## src/rtl/demux_router.sv

```systemverilog
// demux_router: registered 1-to-N valid/ready demux with broadcast.
// Optional per-channel beat counters under `define DEMUX_ROUTER_STATS_EN.
module demux_router #(
   parameter int DATA_W = 8,
   parameter int N_OUT  = 4,
   parameter int SEL_W  = $clog2(N_OUT),
   parameter int CNT_W  = 16
) (
   input  logic                      clk,
   input  logic                      rst_n,
   input  logic                      in_valid,
   output logic                      in_ready,
   input  logic [DATA_W-1:0]         in_data,
   input  logic [SEL_W-1:0]          in_sel,
   input  logic                      in_bcast,
   output logic [N_OUT-1:0]          out_valid,
   input  logic [N_OUT-1:0]          out_ready,
   output logic [N_OUT*DATA_W-1:0]   out_data,
   input  logic                      stat_clr,
   output logic [N_OUT*CNT_W-1:0]    stat_cnt
);

   logic [N_OUT-1:0]        free;
   logic [N_OUT-1:0]        tgt;
   logic                    acc;
   logic [N_OUT-1:0]        valid_d, valid_q;
   logic [N_OUT*DATA_W-1:0] data_d, data_q;

   // Channel is free when empty or draining; broadcast needs every channel.
   always_comb begin
      free = ~valid_q | out_ready;
      tgt = '0;
      tgt[in_sel] = 1'b1;
      if (in_bcast) begin
         tgt = '1;
      end
      in_ready = in_bcast ? &free : free[in_sel];
      acc = in_valid && in_ready;
   end

   // Per channel: load on accept (pass-through), else drain, else hold.
   always_comb begin
      valid_d = valid_q;
      data_d  = data_q;
      for (int k = 0; k < N_OUT; k++) begin
         if (acc && tgt[k]) begin
            valid_d[k] = 1'b1;
            data_d[k*DATA_W +: DATA_W] = in_data;
         end else if (valid_q[k] && out_ready[k]) begin
            valid_d[k] = 1'b0;
         end
      end
   end

   // Output registers; held beats are discarded on reset.
   always_ff @(posedge clk or negedge rst_n) begin
      if (!rst_n) begin
         valid_q <= '0;
         data_q  <= '0;
      end else begin
         valid_q <= valid_d;
         data_q  <= data_d;
      end
   end

   assign out_valid = valid_q;
   assign out_data  = data_q;

`ifdef DEMUX_ROUTER_STATS_EN
   localparam logic [CNT_W-1:0] CNT_ONE = {{(CNT_W-1){1'b0}}, 1'b1};
   localparam logic [CNT_W-1:0] CNT_MAX = {CNT_W{1'b1}};

   logic [N_OUT*CNT_W-1:0] cnt_d, cnt_q;

   // Saturating beat counters; clear wins over a same-cycle increment.
   always_comb begin
      cnt_d = cnt_q;
      for (int k = 0; k < N_OUT; k++) begin
         if (stat_clr) begin
            cnt_d[k*CNT_W +: CNT_W] = '0;
         end else if (acc && tgt[k] &&
                      cnt_q[k*CNT_W +: CNT_W] != CNT_MAX) begin
            cnt_d[k*CNT_W +: CNT_W] =
               cnt_q[k*CNT_W +: CNT_W] + CNT_ONE;
         end
      end
   end

   // Counter registers.
   always_ff @(posedge clk or negedge rst_n) begin
      if (!rst_n) begin
         cnt_q <= '0;
      end else begin
         cnt_q <= cnt_d;
      end
   end

   assign stat_cnt = cnt_q;
`else
   logic stats_unused;
   assign stats_unused = stat_clr;
   assign stat_cnt = '0;
`endif

endmodule

```

## config.mk

```make
export PLATFORM = sky130hd
export DESIGN_NAME = demux_router
export DESIGN_NICKNAME = d
export VERILOG_FILES = /design/src/rtl/demux_router.sv
export SDC_FILE = /design/constraint.sdc
export NUM_CORES = 1
export LEC_CHECK = 0
export ABC_AREA = 1
export CAP_MARGIN = 20
export CORE_MARGIN = 4
export CORE_UTILIZATION = 35
export DETAILED_ROUTE_END_ITERATION = 10
export PLACE_DENSITY = 0.8
export SLEW_MARGIN = 20
export SYNTH_ARGS = -nofsm -noshare
export SYNTH_HDL_FRONTEND = slang
export SYNTH_SLANG_ARGS = --single-unit
```

## constraint.sdc

```tcl
create_clock -name clk -period 3.9 [get_ports clk]
set_input_delay 0.78 -clock clk [delete_from_list [all_inputs] [get_ports clk]]
set_output_delay 0.78 -clock clk [all_outputs]
set_load 0.05 [all_outputs]
```

# Word-level counts from Yosys, hierarchy flattened
# Cells that the tools add are included.
[word_totals]
register_bits = 36
elab_cells = 41
latch_bits = 0
mem_bits_ro = 0
in_bits = 19
mem_bits_rw = 0
n_memories = 0
output_inout_bits = 101
[op_classes]
magnitude_cmp = 2
reduce_logical = 15
mux = 14
n_eq_ne = 0
bitwise_logic = 2
shifts = 0
n_div = 0
mul = 0
add_sub_neg = 0
[ops]
columns = ["operator", "count"]
rows = [
  ["1-bit 2-to-1 mux", 11],
  ["1-bit logical AND", 10],
  ["2-bit nonzero test", 4],
  ["4-bit 2-to-1 mux", 1],
  ["4-bit NOT", 1],
  ["4-bit bitwise OR", 1],
  ["4-bit AND reduction", 1],
  ["2-bit by 3-bit less-than comparator with 1-bit output (second input constant)", 1],
  ["1-bit binary-select mux with 2-bit select", 1],
  ["1-bit demux with 2-bit select", 1],
  ["2-bit by 1-bit greater-or-equal comparator with 1-bit output (second input constant)", 1],
]

# Depth between registers and ports, before layout
# Gate-level depths: netlist (run 1).
[depth]
ltp_word = 8
mapped_depth = 9
mapped_depth_nobuf = 9

# Worst setup path before layout (run 1)
# Ideal clock, no wire load.
[synth_timing]
kind = "input port to output port"
start = "in in_sel[0]"
end = "out in_ready"
t_arrival_ns = 1.608
path_slack_ns = 1.512
cell_stages = 6
required_ns = 3.120
path_buffers = 2
path_cell_list = "buf_4 > o21ai_4 > nand2_2 > nand2_4 > nor2_8 > buf_6"
[synth_via]
elab_chain_len = 3
[synth_rtl]
columns = ["item", "line_no", "text"]
rows = [
  ["start, declared", "14", "input logic [SEL_W-1:0] in_sel,"],
  ["1-bit binary-select mux with 2-bit select", "37", "in_ready = in_bcast ? &free : free[in_sel];"],
  ["1-bit 2-to-1 mux (implied by the code)", "37", ""],
  ["1-bit 2-to-1 mux", "37", ""],
  ["end, declared", "12", "output logic in_ready,"],
]
# No other way between the ends. The select of a mux whose other input is x is not followed.

# Worst setup path in the final report (run 1)
# Ends and elaborated chain as after synthesis.

==> impl_metrics.tcl, run 1 <==
set metrics [dict create \
    status "complete, no violations" \
    synthesis.area_sq_mm 0.00218 \
    dr.pass1.iters 4 \
    drv_slew 0 \
    synth.yosys.warnings 0 \
    wirelength_microns 5000 \
    groute.usage.overall 0.131 \
    setup_tns_ns 0 \
    endpoint_kind "output port" \
    cts.path.max_buffers 2 \
    port_buffers 54 \
    rows 28 \
    ios 120 \
    crit_arrival_ns 2.17 \
    numCtsBuffers 5 \
    synth.area.top_cells "dfrtp_1 (41%), buf_4 (22%), nand2_1 (13%)" \
    synth_top_area_frac 0.414 \
    antenna_found_initial 0 \
    htree_levels 2 \
    synthToLayoutAreaGrowth_pct 20.6 \
    final_util 0.439 \
    synth.largest_area_cell "dfrtp_1" \
    crit_required_ns 3.12 \
    fp.dieH_microns 86.9 \
    num_vias 1659 \
    drive_above_1_share 0.0900 \
    cp_cell_sequence "clkdlybuf4s50_1 > o21ai_4 > nand2_2 > nand2_4 > nor2_8 > buf_4" \
    core_sq_mm 0.00599 \
    final_common_cell "nand2_1" \
    die_area_sq_mm 0.00755 \
    r2r_cells 8 \
    ir_drop_mv 0.320 \
    drt_iter0_drc 87 \
    cts_tree "built" \
    viasPerCell 4.42 \
    max_cap_viol_count 0 \
    avgSynthCellArea_sq_um 8.89 \
    ant_nets 0 \
    critPathKind "input pin to output port" \
    cts_setup_buffers 0 \
    cts_hold_buf 0 \
    diodes 0 \
    drt-wirelength-per-cell_microns 13.3 \
    cts_num_sinks 36 \
    ys_seq_elements 36 \
    finalSetupViolCount 0 \
    gp_congestion 0.822 \
    worstSkewPairLatency_ns 0.29 \
    critPathSlowestCell "clkdlybuf4s50_1" \
    die-width_microns 86.9 \
    clk_pin_slew_ns 0.07 \
    leakage_nw 1.34 \
    finClkSkew_ns 0.00265 \
    rsz0062_at_grt "no" \
    powerDensity_mw_per_mm2 677 \
    fin_nets 319 \
    hold_class "flip-flop to flip-flop" \
    holdPathStages 2 \
    period_share 0.757 \
    seq_area_frac_synth 0.414 \
    tightestPinTransition_ns 0.869 \
    grt_start_max_net_pins 37 \
    finalHoldViolCount 0 \
    drc 0 \
    grt_pass1_wl_microns 7610 \
    ys_types 20 \
    maxSlewHeadroom 0.419 \
    fmax_mhz 339 \
    hpwlAfterDp_microns 3860 \
    initial_core_util 0.364 \
    worstSetupStartpointType "input pin" \
    cts-root-buf "clkbuf_8" \
    grt_pass1_vias 1497 \
    final_cell_mix "nand2_1 (74), conb_1 (64), clkdlybuf4s50_1 (53)" \
    crit_fanout 10 \
    cts_repair_resize_count 0 \
    synth_cells 245 \
    finalCriticalPeriod_ns 2.95 \
    overflow 0 \
    cpPeakStageDelay_ns 0.55 \
]
-- worst max-delay path, delay by kind of cell --
kind,cells,cell delay [ns]
buffers and inverters,2,0.74
AND/OR/NAND/NOR,3,0.27
AO/OA/AOI/OAI,1,0.39
-- metrics by stage --
stage	std cells	power [mW]	setup WS (ns)	cell area (sq um)	hold slack (ns)
global placement	368	1.49	0.966	2530	0.453
floorplan	308	1.27	1.51	2410	0.484
global route	375	1.86	0.863	2630	0.496
detailed placement	368	1.51	0.937	2530	0.461
CTS	375	1.79	0.939	2630	0.475
finish	375	1.78	0.947	2630	0.474
-- power by group --
group / leakage, nW / total [mW] / internal (mW) / switching [mW]
Clock: 0.0503 / 0.282 / 0.157 / 0.125
Sequential: 0.447 / 0.536 / 0.476 / 0.0601
Combinational: 0.843 / 0.959 / 0.253 / 0.707
-- synthesized netlist by cell type --
master and instances:
buf_2 1, buf_4 65, buf_6 3, clkbuf_1 3
conb_1 1, dfrtp_1 36, inv_1 6, inv_2 3
nand2_1 74, nand2_2 2, nand2_4 3, nand3_1 1
nand4_1 33, nand4_4 4, nor2_1 4, nor2_4 1
nor2_8 1, o21ai_1 2, o21ai_2 1, o21ai_4 1
-- logic make-up (layout without fill, tap and decap cells) --
group / count (synthesis) / in the layout / share of synthesized area
compound gates: 4 / 4 / 0.0161
buf+inv: 81 / 73 / 0.262
flops: 36 / 36 / 0.414
other cells: 1 / 64 / 0.00172
simple gates: 123 / 123 / 0.306
-- final timing paths --
path                                end  slack (ns)    startpoint
max in group asynchronous  out_valid[3]        2.67         rst_n
hold / removal              out_data[3]        0.47   out_data[3]
setup / recovery               in_ready        0.95     in_sel[0]
min in group asynchronous  out_data[16]        0.90         rst_n
setup reg to reg           out_data[21]        2.37  out_valid[2]
hold reg to reg             out_data[3]        0.47   out_data[3]
-- routing by layer --
layer  routed length, microns  share of wire  vias up  track usage
met1                     1850           0.37      783        0.159
met5                        0              0        -            0
met3                      587           0.12        3       0.0511
met2                     2520           0.51       88        0.217
met4                       34         0.0068        0       0.0340
li1                         -              -      785            -
-- final cells by class --
class | instances | area (sq um)
clock buffer | 7 | 96.3
fill | 596 | 3360
inverter | 9 | 33.8
multi-input combinational | 191 | 942
sequential | 36 | 901
tap | 75 | 93.8
timing repair buffer | 57 | 561
-- registers in the layout (all words and copies together), names as in the netlist --
register and count:
out_valid 4, out_data 32
Power figures use the tool's default switching activity.
==> inputs of run 2 (changes only) <==
- PLACE_DENSITY: 0.8 -> 0.83
- clock period: 3.9 -> 2.45 ns (I/O delays scaled with it)
==> run 2 against run 1 <==
Net effect: first-iteration DRC count up 2.3%; worst setup slack worse by 0.78 ns; sequential cell count did not move; final cell count is 1.1% higher; count of clock-buffer cells in the layout decreased by 1; global-route usage up 0.74 points; sequential power increased by 59%; clock skew up 0.0045 ns; clock power rose by 80%; power increased by 63%; critical path type unchanged; highest routed layer unchanged.
==> impl_metrics.tcl, run 2 (synthesis results as in run 1) <==
set metrics [dict create \
    initial_core_util 0.364 \
    final_common_cell "nand2_1" \
    final_area_sq_mm 0.00267 \
    worstSetupStartpointType "input pin" \
    sequentialPowerShare 0.293 \
    fin_nets 322 \
    drt-wirelength-per-cell_microns 13.4 \
    viasPerCell 4.37 \
    hold_ws_ns 0.472 \
    endpoint_kind "output port" \
    drt_iter0_drc 89 \
    fmax_mhz 437 \
    largest_reg_flops 32 \
    antenna_found_initial 0 \
    core_sq_mm 0.00599 \
    setup_tns_ns 0 \
    leakage_nw 1.36 \
    seqCellArea_sq_um 901 \
    cts-root-buf "clkbuf_8" \
    cts_setup_buffers 0 \
    final_cell_mix "nand2_1 (74), conb_1 (64), clkdlybuf4s50_1 (53)" \
    critPathKind "input pin to output port" \
    rows 28 \
    ant_nets 0 \
    fin_ws_ns 0.162 \
    finalCriticalPeriod_ns 2.29 \
    finClkSkew_ns 0.00710 \
    numCtsBuffers 5 \
    ios 120 \
    p_sw_mw 1.43 \
    swShare 0.492 \
    crit_required_ns 1.96 \
    rsz0062_at_grt "no" \
    hpwlAfterDp_microns 3950 \
    multi_input_area_sq_um 942 \
    fp.dieH_microns 86.9 \
    port_buffers 54 \
    dp.cells 371 \
    cts_hold_buf 0 \
    pre_cts_ws_ns 0.153 \
    wirelength_microns 5070 \
    clockPowerShare 0.175 \
    tightestPinTransition_ns 0.550 \
    final_util 0.446 \
    period_share 0.934 \
    drive_above_1_share 0.0987 \
    max_cap_viol_count 0 \
    cts.path.max_buffers 2 \
    grt_start_max_net_pins 37 \
    drv_slew 0 \
    finalSetupViolCount 0 \
    power_mw 2.90 \
    htree_levels 2 \
    hold_class "flip-flop to flip-flop" \
    cts_num_sinks 36 \
    dr.pass1.iters 4 \
    die_area_sq_mm 0.00755 \
    crit_arrival_ns 1.80 \
    num_vias 1658 \
    combinationalPowerShare 0.532 \
    clk_pin_slew_ns 0.07 \
    grt_pass1_wl_microns 7980 \
    dpl_cell_area_sq_mm 0.00257 \
    fin_cells 379 \
    grt_pass1_vias 1611 \
    powerDensity_mw_per_mm2 1090 \
    p_int_mw 1.47 \
    status "complete, no violations" \
    maxSlewHeadroom 0.632 \
    synthToLayoutAreaGrowth_pct 22.7 \
    overflow 0 \
    drc 0 \
    diodes 0 \
    ir_drop_mv 0.539 \
    cts_repair_resize_count 0 \
    cts_tree "built" \
    groute.usage.overall 0.138 \
    worstSkewPairLatency_ns 0.29 \
    die-width_microns 86.9 \
    crit_fanout 6 \
    finalHoldViolCount 0 \
    nFillCells 610 \
    gp_congestion 0.836 \
]
run 2: cell types whose count changed in the layout (fill, tap and decap cells not counted):
cell / delta
clkbuf_1: +1
clkbuf_8: -2
buf_12: +1
buf_4: +2
bufinv_16: +1
clkinv_2: +1
run 2: critical path: stages:
cell and delay [ns]:
clkdlybuf4s50_1 0.64, nor2_1 0.09, nand2_1 0.10, nand3_1 0.18
nor2_8 0.15, buf_12 0.14
run 2: layout make-up:
cell class | instances | share of cell area
multi-input combinational | 191 | 0.352
sequential | 36 | 0.337
timing repair buffer | 60 | 0.223
tap | 75 | 0.0351
clock buffer | 6 | 0.0271
clock inverter | 2 | 0.0131
inverter | 9 | 0.0126
run 2: routing by layer:
layer,vias to the layer above,GRT usage,wire (microns)
li1,797,-,-
met1,775,0.164,1960
met2,79,0.233,2510
met3,7,0.0549,543
met4,0,0.0368,53
met5,-,0,0
run 2: final timing paths:
kind / start / endpoint / slack, ns / depth (start not counted)
min reg2reg: out_data[27] / out_data[27] / 0.47 / 2
max reg2reg: out_valid[3] / out_data[11] / 0.87 / 8
min in group asynchronous: rst_n / out_valid[3] / 0.62 / 2
max: in_sel[0] / in_ready / 0.16 / 6
max in group asynchronous: rst_n / out_data[30] / 1.50 / 2
min: out_data[27] / out_data[27] / 0.47 / 2
run 2: power groups by stage:
stage	clock network [mW]	logic, mW	registers, mW
floorplan	0	0.584	1.43
global placement	0	1.54	0.853
detailed placement	0	1.55	0.861
CTS	0.522	1.56	0.853
global route	0.549	1.63	0.874
finish	0.508	1.54	0.851
